--- src/rtl/dff_exerciser.sv ---
// dff_exerciser: sequences pseudo-random set/clear/data vectors into a bank of
// W D flip-flops, samples the bank LAT cycles later and compares each sample
// against a reference. It reports pass, a mismatch count and the first failing step.
module dff_exerciser #(
  parameter int         W     = 1,
  parameter int         STEPS = 8,
  parameter int         LAT   = 1,
  parameter logic [7:0] SEED  = 8'hA5
) (
  input  logic         clk,
  input  logic         clr,
  input  logic         start,
  input  logic [W-1:0] dout,
  output logic         dff_set,
  output logic         dff_clr,
  output logic [W-1:0] dff_din,
  output logic         busy,
  output logic         done,
  output logic         pass,
  output logic [7:0]   err_cnt,
  output logic [7:0]   fail_step
);

  typedef enum logic [2:0] {IDLE, DRIVE, WAIT, CHECK, DONE} state_t;

  // An all-zero LFSR would lock up, so a zero seed is replaced by 1.
  localparam logic [7:0] SEED_EFF  = (SEED == 8'h00) ? 8'h01 : SEED;
  localparam logic [7:0] LAST_STEP = 8'(STEPS - 1);
  // The WAIT counter counts down to zero, so it starts at LAT-2.
  localparam logic [1:0] WAIT_INIT = (LAT > 1) ? 2'(LAT - 2) : 2'd0;

  state_t         state_q, state_d;
  logic [7:0]     lfsr_q, lfsr_d;
  logic [7:0]     step_q, step_d;
  logic [1:0]     wcnt_q, wcnt_d;
  logic [W-1:0]   exp_q, exp_d;
  logic           set_q, set_d;
  logic           clr_q, clr_d;
  logic [W-1:0]   din_q, din_d;
  logic           busy_q, busy_d;
  logic           done_q, done_d;
  logic           pass_q, pass_d;
  logic [7:0]     err_q, err_d;
  logic [7:0]     fail_q, fail_d;

  function automatic logic [7:0] lfsr_next(input logic [7:0] l);
    return {l[6:0], l[7] ^ l[5] ^ l[4] ^ l[3]};
  endfunction

  assign dff_set   = set_q;
  assign dff_clr   = clr_q;
  assign dff_din   = din_q;
  assign busy      = busy_q;
  assign done      = done_q;
  assign pass      = pass_q;
  assign err_cnt   = err_q;
  assign fail_step = fail_q;

  // Next-state logic; the vector registers are loaded on entry to DRIVE so
  // they are valid for exactly the DRIVE cycle, and fall back to 0 elsewhere.
  always_comb begin
    state_d = state_q;
    lfsr_d  = lfsr_q;
    step_d  = step_q;
    wcnt_d  = wcnt_q;
    exp_d   = exp_q;
    set_d   = 1'b0;
    clr_d   = 1'b0;
    din_d   = din_q;
    busy_d  = busy_q;
    done_d  = 1'b0;
    pass_d  = pass_q;
    err_d   = err_q;
    fail_d  = fail_q;
    case (state_q)
      IDLE: begin
        if (start) begin
          state_d = DRIVE;
          lfsr_d  = SEED_EFF;
          step_d  = 8'd0;
          err_d   = 8'd0;
          fail_d  = 8'hFF;
          pass_d  = 1'b0;
          busy_d  = 1'b1;
          set_d   = SEED_EFF[7] & SEED_EFF[6];
          clr_d   = SEED_EFF[5] & SEED_EFF[4];
          din_d   = SEED_EFF[W-1:0];
        end
      end
      DRIVE: begin
        // Reference value of the bank: clear dominates set, set dominates data.
        exp_d = clr_q ? '0 : (set_q ? '1 : din_q);
        if (LAT > 1) begin
          state_d = WAIT;
          wcnt_d  = WAIT_INIT;
        end else begin
          state_d = CHECK;
        end
      end
      WAIT: begin
        if (wcnt_q == 2'd0) state_d = CHECK;
        else                wcnt_d  = wcnt_q - 2'd1;
      end
      CHECK: begin
        if (dout != exp_q) begin
          if (err_q != 8'hFF)  err_d  = err_q + 8'd1;
          if (fail_q == 8'hFF) fail_d = step_q;
        end
        lfsr_d = lfsr_next(lfsr_q);
        if (step_q == LAST_STEP) begin
          state_d = DONE;
          done_d  = 1'b1;
          pass_d  = (err_d == 8'd0);
        end else begin
          state_d = DRIVE;
          step_d  = step_q + 8'd1;
          set_d   = lfsr_d[7] & lfsr_d[6];
          clr_d   = lfsr_d[5] & lfsr_d[4];
          din_d   = lfsr_d[W-1:0];
        end
      end
      DONE: begin
        state_d = IDLE;
        busy_d  = 1'b0;
      end
      default: state_d = IDLE;
    endcase
  end

  // State and output registers with synchronous active-low reset.
  always_ff @(posedge clk) begin
    if (!clr) begin
      state_q <= IDLE;
      lfsr_q  <= SEED_EFF;
      step_q  <= 8'd0;
      wcnt_q  <= 2'd0;
      exp_q   <= '0;
      set_q   <= 1'b0;
      clr_q   <= 1'b0;
      din_q   <= '0;
      busy_q  <= 1'b0;
      done_q  <= 1'b0;
      pass_q  <= 1'b0;
      err_q   <= 8'd0;
      fail_q  <= 8'hFF;
    end else begin
      state_q <= state_d;
      lfsr_q  <= lfsr_d;
      step_q  <= step_d;
      wcnt_q  <= wcnt_d;
      exp_q   <= exp_d;
      set_q   <= set_d;
      clr_q   <= clr_d;
      din_q   <= din_d;
      busy_q  <= busy_d;
      done_q  <= done_d;
      pass_q  <= pass_d;
      err_q   <= err_d;
      fail_q  <= fail_d;
    end
  end

endmodule

--- config.mk ---
export PLATFORM = sky130hd
export DESIGN_NAME = dff_exerciser
export DESIGN_NICKNAME = d
export VERILOG_FILES = /design/src/rtl/dff_exerciser.sv
export SDC_FILE = /design/constraint.sdc
export NUM_CORES = 1
export LEC_CHECK = 0
export CAP_MARGIN = 40
export CORE_MARGIN = 4
export CORE_UTILIZATION = 58
export CTS_CLUSTER_DIAMETER = 200
export DETAILED_ROUTE_END_ITERATION = 10
export PLACE_DENSITY = 0.91
export SLEW_MARGIN = 20
export SYNTH_ARGS = -nofsm -noshare
export SYNTH_HDL_FRONTEND = slang
export SYNTH_SLANG_ARGS = --single-unit
--- constraint.sdc ---
create_clock -name clk -period 3.3 [get_ports clk]
set_clock_uncertainty 0.2 [all_clocks]
set_input_delay 0.66 -clock clk [delete_from_list [all_inputs] [get_ports clk]]
set_output_delay 0.66 -clock clk [all_outputs]
set_load 0.01 [all_outputs]
# == Word-level counts from Yosys, hierarchy flattened ==
# Index checks and enable logic that the tools add are counted.
# word_totals
memories,0
wordCells,79
ram_bits,0
latchBits,0
register_bits,44
in_bits,4
out_inout_bits,22
rom_bits,0
# classes
n_addsub,3
order_cmp,0
eq_ne,14
n_bitwise,8
n_reduce_logical,14
mux,27
n_shift,0
n_div,0
n_mul,0
# ops
operator,n
8-bit 2-to-1 mux,9
8-bit case mux with 2 select lines,4
8-bit by 1-bit adder with 8-bit output (second input constant),2
2-bit inequality test (second input constant),6
3-bit case mux with 4 select lines,1
2-bit AND reduction,5
3-bit 2-to-1 mux,3
8-bit by 3-bit equality test with 1-bit output (second input constant),1
8-bit equality test (second input constant),1
8-bit logical NOT,1
8-bit inequality test (second input constant),1
1-bit 2-to-1 mux,7
3-bit by 2-bit equality test with 1-bit output (second input constant),2
1-bit case mux with 2 select lines,3
3-bit AND reduction,2
4-bit AND reduction,1
2-bit nonzero test,2
3-bit by 1-bit equality test with 1-bit output (second input constant),1
3-bit equality test (second input constant),1
3-bit logical NOT,1
1-bit inverter,3
3-bit OR reduction,1
1-bit bitwise XOR,3
1-bit bitwise AND,2
3 further kinds,3

# == Longest topological paths before layout ==
# logic_depth
ltp_word,7
mapped_depth,7
mapped_depth_nobuf,6

# == Worst setup path after synthesis ==
# No wires, ideal clock.
# synth_timing
path_kind,input port to flip-flop
from,input start
to,register step_q[7]
setup_ns,0.059
required_time_ns,3.041
slack_ns,0.942
stages,6
n_path_buf,1
arrival_time_ns,2.099
cell_sequence,or3b_1 buf_6 a2111oi_4 nand3_2 or4_1 nand2_1
# synth_between
elab_chain_cells,2
# synth_rtl
element,line,rtl
"start, declared",12,"input logic start,"
2-bit inequality test (no line),-,
3-bit AND reduction (no line),-,
"end signal, assigned",149,step_q <= step_d;
"end, declared",34,"logic [7:0] step_q, step_d;"
# Every way passes these cells.
# A chain may end at the register's enable or synchronous reset.

# == Worst setup path in the final report ==
# Same ends and word-level chain as after synthesis.

==> results.py <==
metrics = {
    "setup_path": {
        "reg2reg_depth": 7,
        "r2r-end": "pass",
        "worst_ep_arrival_time_ns": 2.73,
        "crit_fanout": 5,
        "rrSetupSlack_ns": 0.86,
        "cp-start-kind": "primary input",
        "crit_path_end_kind": "flop",
        "required_ns": 3.41,
        "crit_type": "in -> reg",
        "r2r_start": "step_q[0]",
    },
    "yosys": {
        "synth-edff-count": 0,
        "synth_seq_cells": 44,
        "synth_nets": 232,
        "yosys_warnings": 0,
        "synthArstFlopShare_pct": 0,
        "yosysSeqAreaShare_pct": 44.56,
        "synthDistinctLibCells": 47,
        "syn_area_um2": 1977,
        "ys.flop_type": "dfxtp_1",
        "synth_cells": 225,
        "avgSynthCellArea_um2": 8.786,
    },
    "floorplan": {
        "row_count": 20,
        "io_pins": 26,
        "fp.dieW_um": 66.38,
        "start_util_pct": 62.70,
        "coreArea_um2": 3153,
        "die-area_um2": 4406,
        "die_h_um": 66.38,
    },
    "global_route": {
        "grt_pass1_vias": 1673,
        "grt_max_degree": 15,
        "grt_pass1_wl_um": 7914,
        "grt_usage_pct": 23.63,
        "antenna_found_initial": 0,
        "grt.overflow.total": 0,
    },
    "layout": {
        "drive_gt1_share_pct": 7.510,
        "num_antenna_cells": 0,
        "nNetsFinal": 259,
        "seqCellArea_um2": 880.8,
        "fill_cells": 247,
        "multi_input_area_um2": 1016,
        "syn2layout_area_growth_pct": 20.89,
        "instances_no_fill": 297,
    },
    "sta": {
        "setup_violations": 0,
        "hold_viol": 0,
        "finalCriticalPeriod_ns": 2.621,
        "timing.slew.headroom_pct": 59.32,
        "worst_pin_slew_ns": 0.6017,
        "finalCritPeriodShare_pct": 79.43,
        "fmax_mhz": 381.5,
        "finalSetupTns_ns": 0,
        "whs_ns": 0.2876,
        "setup_slack_ns": 0.6789,
        "finalMaxSlewViolations": 0,
        "rsz0062_at_grt": "no",
    },
    "cts": {
        "cts_sinks": 44,
        "cts.path.max_buffers": 2,
        "htreeDepth": 2,
        "clock_latency_ns": 0.37,
        "post_cts_buffers": 0,
        "hold_buffers": 0,
        "cts_buffers": 5,
        "clk_pin_slew_ns": 0.13,
        "cts_tree": "done",
        "cts_root_buffer": "clkbuf_4",
        "cts_resized": 0,
    },
    "place": {
        "port_buffers": 25,
        "placed_cells": 289,
        "post-dp-hpwl_um": 3292,
        "gp_congestion": 0.9300,
        "pre_cts_slack_ns": 0.3143,
    },
    "hold_path": {
        "holdPathEnd": "busy",
        "worstHoldPathType": "reg -> reg",
        "hold_start": "busy",
        "holdPathStages": 2,
    },
    "run": {
        "drv_cap": 0,
    },
    "routing": {
        "drc": 0,
        "drt_first_pass_iters": 4,
        "vias": 1805,
        "wirelength_um": 4735,
        "vias_per_cell": 6.077,
        "final_antenna_net_count": 0,
        "drt-initial-drc-count": 234,
        "wl_per_cell_um": 15.94,
    },
    "run_status": {
        "outcome": "finished, final reports clean",
    },
    "power_and_ir_drop": {
        "leakagePower_nw": 0.8622,
        "vdd_drop_max_mv": 0.2948,
        "p_per_area_nw_per_um2": 499.2,
    },
}
## per-stage QoR
step / power [mW] / utilization [%] / area (µm²)
after floorplan: 0.6707 / - / 1977
after global placement: 0.7124 / 71.75 / 2262
after detailed placement: 0.7160 / 71.75 / 2262
after CTS: 1.195 / 75.79 / 2390
after global routing: 1.239 / 75.79 / 2390
final: 1.193 / 75.79 / 2390
## cell usage after synthesis, types with 2 or more instances
library cell  count  area [µm²]
nor3_1            4       20.02
o211ai_1          2       15.01
buf_6             2       22.52
and3_1            5       31.28
mux2i_1           2       20.02
nand4_1           7       43.79
clkbuf_1          5       18.77
nor2_1           28       105.1
a22o_1            4       35.03
xor2_1            6       52.55
inv_1             8       30.03
o22a_1            3       26.28
a21oi_1           9       45.04
o21ai_0           7       35.03
nand2_1          24       90.09
nand2b_1          3       18.77
ha_1              3       37.54
or4_1             3       22.52
mux2_2            2       22.52
nand3_1          12       60.06
o22ai_1          10       62.56
dfxtp_1          44       880.8
a211oi_1          2       15.01
nor4b_1           2       17.52
xnor2_1           6       52.55
## report_power, final
| part | switching (mW) | internal [mW] |
|---|---|---|
| combinational | 0.0752 | 0.0594 |
| clock | 0.174 | 0.312 |
| sequential | 0.0222 | 0.551 |
## final cells by class
cell class	instances	area share [%]
clock inverters	3	3.770
well taps	44	2.304
flip-flops and latches	44	36.86
repair buffers	29	11.73
multi-input cells	164	42.51
clock buffers	5	1.571
inverters	8	1.257
## how the worst max path moves through the flow
stage | from | end | slack (ns) | cells after the start
after floorplan | start | step_q[7] | 0.94 | 6
after global placement | start | step_q[7] | 0.42 | 6
after detailed placement | start | step_q[7] | 0.31 | 6
after CTS | start | step_q[7] | 0.68 | 6
after global routing | start | step_q[7] | 0.58 | 6
final | start | step_q[7] | 0.68 | 6
## critical path: stages
cell,delay (ns)
clkdlybuf4s50_1,0.48
or3b_1,0.47
a2111oi_4,0.39
nand3_2,0.16
or4_1,0.50
nand2_1,0.08
## cell usage in the layout (no fill, tap or decap), types with 6 or more instances in the layout
| cell type | netlist | final |
|---|---|---|
| nor2_1 | 28 | 28 |
| dfxtp_1 | 44 | 44 |
| xor2_1 | 6 | 6 |
| a21oi_1 | 9 | 9 |
| clkdlybuf4s50_1 | 0 | 25 |
| xnor2_1 | 6 | 6 |
| o21ai_0 | 7 | 7 |
| nand3_1 | 12 | 12 |
| nand4_1 | 7 | 7 |
| o22ai_1 | 10 | 10 |
| nand2_1 | 24 | 24 |
| inv_1 | 8 | 8 |
## sequential cells by signal, indices dropped and copies added (netlist names)
name / flops
lfsr_q: 8
dff_din: 1
pass: 1
step_q: 8
state_q: 3
busy: 1
wcnt_q: 2
done: 1
err_cnt: 8
exp_q: 1
dff_set: 1
fail_step: 8
dff_clr: 1
## logic make-up after synthesis
logic type | synth area share (%)
flops | 44.56
xor+xnor | 5.316
buf+inv | 4.050
fa+ha+maj | 1.899
compound gates | 18.42
mux | 2.152
simple gates | 23.61
## layer usage
layer	wire, µm	vias up	share of wire (%)	track usage (%)
li1	-	869	-	-
met1	1993	841	42	32.08
met2	2297	86	49	36.80
met3	381	9	8.0	4.762
met4	62	0	1.3	8.629
met5	0	-	0	0
No activity file was read; power rests on OpenSTA's default activity.
